### src/rtl/xalu_ise_issue_pkg.sv
// Shared opcode constants and response-entry layout for the custom-instruction
// issue/writeback stage.
package xalu_ise_issue_pkg;

    localparam int DEFAULT_XLEN = 64;

    localparam logic [1:0] CUSTOM_0 = 2'd0;
    localparam logic [1:0] CUSTOM_1 = 2'd1;
    localparam logic [1:0] CUSTOM_2 = 2'd2;
    localparam logic [1:0] CUSTOM_3 = 2'd3;

    // Layout is fixed at DEFAULT_XLEN; the FIFO stores it as a flat vector.
    typedef struct packed {
        logic [4:0]              rd;
        logic [DEFAULT_XLEN-1:0] data;
        logic                    illegal;
    } rsp_entry_t;

endpackage

### src/rtl/xalu_ise_issue_if.sv
// Core-side request and writeback handshakes of the custom-instruction issue stage.
interface xalu_ise_issue_if
    import xalu_ise_issue_pkg::*;
#(
    parameter int XLEN = DEFAULT_XLEN
) ();

    logic            req_valid;
    logic            req_ready;
    logic [4:0]      req_fn;
    logic [6:0]      req_imm;
    logic [XLEN-1:0] req_rs1;
    logic [XLEN-1:0] req_rs2;
    logic [4:0]      req_rd;

    logic            rsp_valid;
    logic            rsp_ready;
    logic [4:0]      rsp_rd;
    logic [XLEN-1:0] rsp_data;
    logic            rsp_illegal;

    // master = core (decode + writeback), slave = issue stage
    modport master (
        output req_valid, req_fn, req_imm, req_rs1, req_rs2, req_rd, rsp_ready,
        input  req_ready, rsp_valid, rsp_rd, rsp_data, rsp_illegal
    );

    modport slave (
        input  req_valid, req_fn, req_imm, req_rs1, req_rs2, req_rd, rsp_ready,
        output req_ready, rsp_valid, rsp_rd, rsp_data, rsp_illegal
    );

endinterface

### src/rtl/xalu_ise_issue_rsp_fifo.sv
// Small synchronous response FIFO with occupancy count; head reads as zero when empty.
module ise_rsp_fifo #(
    parameter int DEPTH = 2,
    parameter int WIDTH = 70,
    localparam int PTR_W = (DEPTH > 1) ? $clog2(DEPTH) : 1,
    localparam int CNT_W = $clog2(DEPTH + 1)
) (
    input  logic             clk,
    input  logic             rst_n,
    input  logic             clr,
    input  logic             push,
    input  logic [WIDTH-1:0] wdata,
    input  logic             pop,
    output logic [WIDTH-1:0] rdata,
    output logic             valid,
    output logic [CNT_W-1:0] count
);

    logic [WIDTH-1:0] mem [DEPTH];
    logic [PTR_W-1:0] wr_ptr;
    logic [PTR_W-1:0] rd_ptr;

    // NOTE: storage is deliberately left out of reset; count/valid gate every read,
    // so stale contents are never observable and the array maps onto plain RAM.
    always_ff @(posedge clk) begin
        if (push && rst_n && !clr) begin
            mem[wr_ptr] <= wdata;
        end
    end

    // NOTE: sequential state uses non-blocking assignments only, so every reader
    // in the same edge sees the pre-edge value.
    always_ff @(posedge clk) begin
        if (!rst_n || clr) begin
            wr_ptr <= '0;
            rd_ptr <= '0;
            count  <= '0;
        end else begin
            if (push) wr_ptr <= wr_ptr + PTR_W'(1);
            if (pop)  rd_ptr <= rd_ptr + PTR_W'(1);
            case ({push, pop})
                2'b10:   count <= count + CNT_W'(1);
                2'b01:   count <= count - CNT_W'(1);
                default: count <= count;
            endcase
        end
    end

    assign valid = (count != '0);
    assign rdata = valid ? mem[rd_ptr] : '0;

endmodule

### src/rtl/xalu_ise_issue.sv
// Issue/writeback stage: registers custom-opcode operands for the ALU, then buffers
// {rd, result, illegal} in a credit-protected response FIFO drained by writeback.
module xalu_ise_issue
    import xalu_ise_issue_pkg::*;
#(
    parameter int XLEN      = DEFAULT_XLEN,
    parameter int RSP_DEPTH = 2
) (
    input  logic            ise_clk,
    input  logic            ise_rst,
    input  logic            flush,
    xalu_ise_issue_if.slave bus,
    output logic            alu_val,
    output logic [4:0]      alu_fn,
    output logic [6:0]      alu_imm,
    output logic [XLEN-1:0] alu_in1,
    output logic [XLEN-1:0] alu_in2,
    input  logic            alu_oval,
    input  logic [XLEN-1:0] alu_out
);

    localparam int CNT_W   = $clog2(RSP_DEPTH + 1);
    localparam int ENTRY_W = $bits(rsp_entry_t);

    logic             s1_v;
    logic [4:0]       s1_rd;
    logic [CNT_W-1:0] count;
    logic             accept;
    logic             push;
    logic             pop;
    logic             head_valid;
    rsp_entry_t       push_entry;
    rsp_entry_t       head_entry;

    // Credit uses pre-edge occupancy only, keeping rsp_ready off the req_ready path.
    assign bus.req_ready = !flush && ((int'(count) + int'(s1_v)) < RSP_DEPTH);
    assign accept        = bus.req_valid && bus.req_ready;

    always_ff @(posedge ise_clk) begin
        if (!ise_rst) begin
            s1_v    <= 1'b0;
            s1_rd   <= '0;
            alu_fn  <= '0;
            alu_imm <= '0;
            alu_in1 <= '0;
            alu_in2 <= '0;
        end else begin
            s1_v <= accept;
            if (accept) begin
                s1_rd   <= bus.req_rd;
                alu_fn  <= bus.req_fn;
                alu_imm <= bus.req_imm;
                alu_in1 <= bus.req_rs1;
                alu_in2 <= bus.req_rs2;
            end
        end
    end

    assign alu_val = s1_v;

    // An unclaimed op still produces exactly one (zeroed, flagged) response.
    always_comb begin
        push_entry         = '0;
        push_entry.rd      = s1_rd;
        push_entry.data    = alu_oval ? alu_out : '0;
        push_entry.illegal = !alu_oval;
    end

    assign push = s1_v && !flush;
    assign pop  = head_valid && bus.rsp_ready;

    ise_rsp_fifo #(
        .DEPTH (RSP_DEPTH),
        .WIDTH (ENTRY_W)
    ) u_rsp_fifo (
        .clk   (ise_clk),
        .rst_n (ise_rst),
        .clr   (flush),
        .push  (push),
        .wdata (push_entry),
        .pop   (pop),
        .rdata (head_entry),
        .valid (head_valid),
        .count (count)
    );

    assign bus.rsp_valid   = head_valid;
    assign bus.rsp_rd      = head_entry.rd;
    assign bus.rsp_data    = head_entry.data;
    assign bus.rsp_illegal = head_entry.illegal;

endmodule

### src/flat_wrapper.sv
// flat-port wrapper written by rule: the top's interface ports become plain ports
module xalu_ise_issue_flat import xalu_ise_issue_pkg::*;
#(
    parameter int XLEN      = DEFAULT_XLEN,
    parameter int RSP_DEPTH = 2
)
  (ise_clk, ise_rst, flush, alu_val, alu_fn, alu_imm, alu_in1, alu_in2, alu_oval, alu_out, bus_req_valid, bus_req_fn, bus_req_imm, bus_req_rs1, bus_req_rs2, bus_req_rd, bus_rsp_ready, bus_req_ready, bus_rsp_valid, bus_rsp_rd, bus_rsp_data, bus_rsp_illegal);
  xalu_ise_issue_if #(.XLEN(XLEN)) bus_i ();
  input  logic ise_clk;
  input  logic ise_rst;
  input  logic flush;
  output logic alu_val;
  output logic [4:0] alu_fn;
  output logic [6:0] alu_imm;
  output logic [XLEN-1:0] alu_in1;
  output logic [XLEN-1:0] alu_in2;
  input  logic alu_oval;
  input  logic [XLEN-1:0] alu_out;
  input wire logic [$bits(bus_i.req_valid)-1:0] bus_req_valid;
  input wire logic [$bits(bus_i.req_fn)-1:0] bus_req_fn;
  input wire logic [$bits(bus_i.req_imm)-1:0] bus_req_imm;
  input wire logic [$bits(bus_i.req_rs1)-1:0] bus_req_rs1;
  input wire logic [$bits(bus_i.req_rs2)-1:0] bus_req_rs2;
  input wire logic [$bits(bus_i.req_rd)-1:0] bus_req_rd;
  input wire logic [$bits(bus_i.rsp_ready)-1:0] bus_rsp_ready;
  output wire logic [$bits(bus_i.req_ready)-1:0] bus_req_ready;
  output wire logic [$bits(bus_i.rsp_valid)-1:0] bus_rsp_valid;
  output wire logic [$bits(bus_i.rsp_rd)-1:0] bus_rsp_rd;
  output wire logic [$bits(bus_i.rsp_data)-1:0] bus_rsp_data;
  output wire logic [$bits(bus_i.rsp_illegal)-1:0] bus_rsp_illegal;
  assign bus_i.req_valid = bus_req_valid;
  assign bus_i.req_fn = bus_req_fn;
  assign bus_i.req_imm = bus_req_imm;
  assign bus_i.req_rs1 = bus_req_rs1;
  assign bus_i.req_rs2 = bus_req_rs2;
  assign bus_i.req_rd = bus_req_rd;
  assign bus_i.rsp_ready = bus_rsp_ready;
  assign bus_req_ready = bus_i.req_ready;
  assign bus_rsp_valid = bus_i.rsp_valid;
  assign bus_rsp_rd = bus_i.rsp_rd;
  assign bus_rsp_data = bus_i.rsp_data;
  assign bus_rsp_illegal = bus_i.rsp_illegal;
  xalu_ise_issue #(.XLEN(XLEN), .RSP_DEPTH(RSP_DEPTH)) u_core (.ise_clk(ise_clk), .ise_rst(ise_rst), .flush(flush), .bus(bus_i), .alu_val(alu_val), .alu_fn(alu_fn), .alu_imm(alu_imm), .alu_in1(alu_in1), .alu_in2(alu_in2), .alu_oval(alu_oval), .alu_out(alu_out));
endmodule
### config.mk
export PLATFORM = sky130hd
export DESIGN_NAME = xalu_ise_issue_flat
export DESIGN_NICKNAME = d
export VERILOG_FILES = /design/src/rtl/xalu_ise_issue_pkg.sv /design/src/rtl/xalu_ise_issue_if.sv /design/src/rtl/xalu_ise_issue_rsp_fifo.sv /design/src/rtl/xalu_ise_issue.sv /design/src/flat_wrapper.sv
export SDC_FILE = /design/constraint.sdc
export NUM_CORES = 1
export LEC_CHECK = 0
export ABC_CLOCK_PERIOD_IN_PS = 8750
export CORE_AREA = 2 2 165 167
export CTS_BUF_LIST = sky130_fd_sc_hd__clkbuf_16
export DETAILED_ROUTE_END_ITERATION = 8
export DIE_AREA = 0 0 167 169
export MAX_ROUTING_LAYER = met4
export PLACE_DENSITY = 0.91
export SKIP_CTS_REPAIR_TIMING = 1
export SLEW_MARGIN = 10
export SYNTH_ARGS = -nofsm -noshare
export SYNTH_HDL_FRONTEND = slang
export SYNTH_HIERARCHICAL = 1
export SYNTH_SLANG_ARGS = --single-unit
### constraint.sdc
create_clock -name ise_clk -period 8.75 [get_ports ise_clk]
set_input_delay 2.625 -clock ise_clk [delete_from_list [all_inputs] [get_ports ise_clk]]
set_output_delay 2.625 -clock ise_clk [all_outputs]
set_load 0.005 [all_outputs]
# After elaboration in Yosys (flattened, before gate mapping)
# Memory sizes are Yosys's and may differ from the RTL's. A register that Yosys moved wholly into a read port is not among the register bits.
# Cells that the tools add are included.
# classes
addsub	5
order_cmp	1
n_eq_ne	2
muxes	7
n_reduce_logical	12
# op_table
cell	n
70-bit two-way mux	1
64-bit two-way mux	1
32-bit by 3-bit < comparator with 1-bit output, second input constant	1
1-bit logical AND	6
1-bit two-way mux	4
2-bit one-hot mux with 2 select lines	1
2-bit nonzero test	2
2-bit by 1-bit adder with 3-bit output	1
1-bit zero test	3
1-bit adder, second input constant	2
2-bit by 1-bit adder with 2-bit output, second input constant	1
2-bit by 1-bit equality test with 1-bit output, second input constant	1
2-bit equality test, second input constant	1
2-bit by 1-bit subtractor with 2-bit output, second input constant	1
1-bit logical OR	1
# word_totals
regBits	150
mem_bits_rw	140
input_bits	215
out_inout_bits	213
elab_cells	37
mem_count	1
# memory_table
name	words	word_bits	rd	rd_ports_with_merged_regs	write_ports	line	text
u_core.u_rsp_fifo.mem	2	70	1	1	1	xalu_ise_issue_rsp_fifo.sv:19	logic [WIDTH-1:0] mem [DEPTH];

# Logic depth before layout (Yosys ltp)
# logic_depth
ltp_word	6
ltp_mapped	8
mapped_depth_nobuf	7

# Cells and area by module
# Netlist, hierarchy kept.
# by_module_without_submodules
mod	n_inst	cells_per_inst	area_each_um2	seq_area_each_um2
xalu_ise_issue	1	706	6216.0	2922.8
ise_rsp_fifo	1	319	5470.2	4304.1

# Least setup slack after synthesis
# OpenSTA, ideal clock, no wires.
# synth_path
kind	input to register
start	in flush
end	mem u_core.u_rsp_fifo.mem[0][0] (enable)
setup_time_ns	0.585
arrival_time_ns	7.668
t_required_ns	8.165
path_slack_ns	0.497
stages	3
path_buffers	0
path_cell_list	nor2b_1 -> inv_1 -> nor3_1
# synth_between
elab_chain_len	6
# synth_rtl
element	line	text
from (decl)	flat_wrapper.sv:11	input logic flush;
1-bit zero test *	xalu_ise_issue_rsp_fifo.sv:26, xalu_ise_issue.sv:69	
1-bit logical AND	xalu_ise_issue.sv:69	assign push = s1_v && !flush;
1-bit logical AND	xalu_ise_issue_rsp_fifo.sv:26	if (push && rst_n && !clr) begin
1-bit logical AND *	xalu_ise_issue_rsp_fifo.sv:26	
1-bit two-way mux *	xalu_ise_issue_rsp_fifo.sv:26	
1-bit two-way mux (not written as such) *	xalu_ise_issue_rsp_fifo.sv:27	mem[wr_ptr] <= wdata;
to (decl)	xalu_ise_issue_rsp_fifo.sv:19	
# Every way passes the cells marked *; elsewhere a longest branch is shown, timed or not.

# Worst setup path in the final report
# layout_path
start	in flush
end	out bus_req_ready
# layout_between
elab_chain_len	2
# layout_rtl
element	line	text
1-bit zero test	xalu_ise_issue.sv:36	assign bus.req_ready = !flush && ((int'(count) + int'(s1_v)) < RSP_DEPTH);
1-bit logical AND	xalu_ise_issue.sv:36	
to (decl)	flat_wrapper.sv:26	output wire logic [$bits(bus_i.req_ready)-1:0] bus_req_ready;
# Every way passes these cells.

==> flow_summary.ini <==
[die]
initial_utilization_pct = 44.10
core_area_mm2 = 0.02650
chipHeight_um = 169
die-area_mm2 = 0.02822
die_w_um = 167
ioPinCount = 428
rows = 60

[power_and_ir_drop]
p_leak_nw = 6.035
pwr_density_cell_mw_per_mm2 = 175.9
ir_drop_mv = 0.1434
power_mw = 2.989

[synthesis]
synthCells = 1025
synth.top_cell.area_share_pct = 35.97
synth_compound_area_share_pct = 0.1927
synthFlopType = dfxtp_1
yosysMostFrequentCell = nand2_1
synth_area_mm2 = 0.01169
synthAdderAreaFrac_pct = 0.1071
synth_commonest_cells = 290 x nand2_1, 215 x mux2i_1, 151 x dfxtp_1
ys_warn_count = 6
synth_top_family_by_area = multiplexers
yosys-top-cells-area = edfxtp_1 36%, dfxtp_1 26%, mux2i_1 18%
synth_nets = 1241
synthArstFlopShare_pct = 0
yosysTopAreaCell = edfxtp_1
yosysSeqAreaShare_pct = 61.84
synth_mux_area_share_pct = 18.42
synth-seq-cells = 291
avgSynthCellArea_um2 = 11.40
synth-xor-area-share_pct = 0.2998
synth_edf_count = 140
synthSimpleGateAreaFrac_pct = 15.56
ys_types = 22

[global_route]
overflow = 0
grt_pass1_vias = 9084
grt_pass1_wl_um = 48170
grt_max_degree = 183
grt_use_total_pct = 22.08
grt_antenna_before_repair = 7

[drt]
drc = 0
first_pass_iters = 5
postRouteAntennaNets = 0
routedWlPerCell_um = 17.68
routed_via_density = 4.888
routed_wl_um = 31640
vias = 8749
drtIter0Drc = 659

[sta]
maxSlewHeadroom_pct = 18.27
max_freq_mhz = 154.1
setup_ws_ns = 2.261
slew_violations = 0
period_minus_slack_ns = 6.489
worst_pin_slew_ns = 1.226
fin_setup_tns_ns = 0
hold_viol = 0
skew_ns = 0.02525
setup_viol = 0
final.period_utilization_pct = 74.16
rsz0062_at_grt = no

[final_layout]
regArea_mm2 = 0.007231
final_nets = 1635
multi_input_area_mm2 = 0.004060
fillCellCount = 1917
area_delta_synth_final_pct = 45.47
drive_above_1_share_pct = 3.745

[setup_path]
path_class = in -> out
critPathMaxFanout = 3
cp.arrival_ns = 3.86
cp-end-kind = primary output
required_ns = 6.12
timing.rr.end = u_core/u_rsp_fifo/count[1]
r2r_cells = 7
r2r_start = u_core/u_rsp_fifo/count[1]
critPathLaunchType = input port
r2r_slack_ns = 6.15

[worst_hold_path]
min_from = u_core/s1_rd[2]
hold_depth = 0
hold_path_class = reg -> reg
whs_endpoint = u_core/u_rsp_fifo/mem[0][67]

[status]
status = finished, final reports clean

[clock_network]
insertion_delay_ns = 0.55
tritoncts = yes
cts.htree.levels = 1
cts.clk_slew.worst_paths_ns = 0.06
clock-root-buffer = clkbuf_16
cts_buffer_depth = 3
numCtsBuffers = 29
cts.sink_count = 291

[place]
dp_hpwl_um = 21520
port-buffer-count = 427
place_ws_ns = 2.268
finalWeightedCongestion = 0.8310

[job]
drv_cap = 0
## cells in the final DEF, fill, tap and decap left out, types with 5 or more instances in the layout
cell             synthesis  layout
clkinv_1                 0       9
mux2i_1                215     215
clkdlybuf4s50_1          0     425
buf_4                   17       5
and2_1                  66      65
nor2_1                  75      74
diode_2                  0       7
nand2_1                290     290
inv_1                    4       9
clkbuf_16                0      29
edfxtp_1               140     140
dfxtp_1                151     150
## critical path, stage by stage
cell	delay, ns
clkdlybuf4s50_1	0.45
a211oi_2	0.23
clkdlybuf4s50_1	0.55
## per-stage QoR
step                      utilization [%]  area, um^2  cells  hold slack (ns)
after floorplan                         -       11690   1025           0.4254
after global placement              60.61       16060   1729           0.4312
after detailed placement            60.61       16060   1729           0.4424
after CTS                           64.08       16980   1783           0.4531
after global routing                64.15       17000   1790           0.4723
final                               64.15       17000   1790           0.4488
## cell families (layout without fill, tap and decap cells)
| logic type | Yosys count | count (layout) |
|---|---|---|
| AND/OR/NAND/NOR | 437 | 437 |
| flip-flops | 291 | 291 |
| multiplexers | 215 | 215 |
| buffers and inverters | 74 | 491 |
| XOR/XNOR | 4 | 4 |
| AO/OA/AOI/OAI | 3 | 3 |
| adder cells (fa/ha/maj) | 1 | 1 |
| other | 0 | 7 |
## flip-flops by register name, indices dropped and copies added, names as in the netlist, named ones only
register and cells:
u_core/s1_rd 5, u_core/alu_in2 64, u_core/alu_in1 64, u_core/alu_imm 7, u_core/u_rsp_fifo/count 2, u_core/alu_fn 5, u_core/alu_val 1, u_core/u_rsp_fifo/wr_ptr 1
u_core/u_rsp_fifo/mem 140, u_core/u_rsp_fifo/rd_ptr 1
## how the worst max path moves through the flow
stage	from	to	slack, ns	cells after the start
6_report	flush	bus_req_ready	2.26	3
5_1_grt	flush	bus_req_ready	2.18	3
4_1_cts	flush	bus_req_ready	2.26	3
3_5_place_dp	flush	bus_req_ready	2.27	3
3_3_place_gp	flush	bus_req_ready	2.29	3
2_1_floorplan	flush	u_core/u_rsp_fifo/mem[0][0]	0.50	3
## cell type report
type	count	area share, %
clock buffer	29	4.269
multi-input combinational	660	23.88
antenna	7	0.1030
sequential	291	42.53
inverter	4	0.08832
timing repair buffer	433	25.47
tap	341	2.510
clock inverter	25	1.141
## power breakdown
part	switching, mW	leakage (nW)	internal (mW)
sequential	0.0196	2.48	1.46
clock	0.513	0.450	0.688
combinational	0.117	3.10	0.190
## layer usage
metal | up-vias | part of all wire [%] | GRT usage, %
met5 | - | 0 | -
li1 | 4217 | - | -
met1 | 4111 | 38 | 24.07
met2 | 366 | 51 | 38.45
met3 | 55 | 9.0 | 6.874
met4 | 0 | 2.6 | 7.271
No activity file was read; power rests on OpenSTA's default activity.
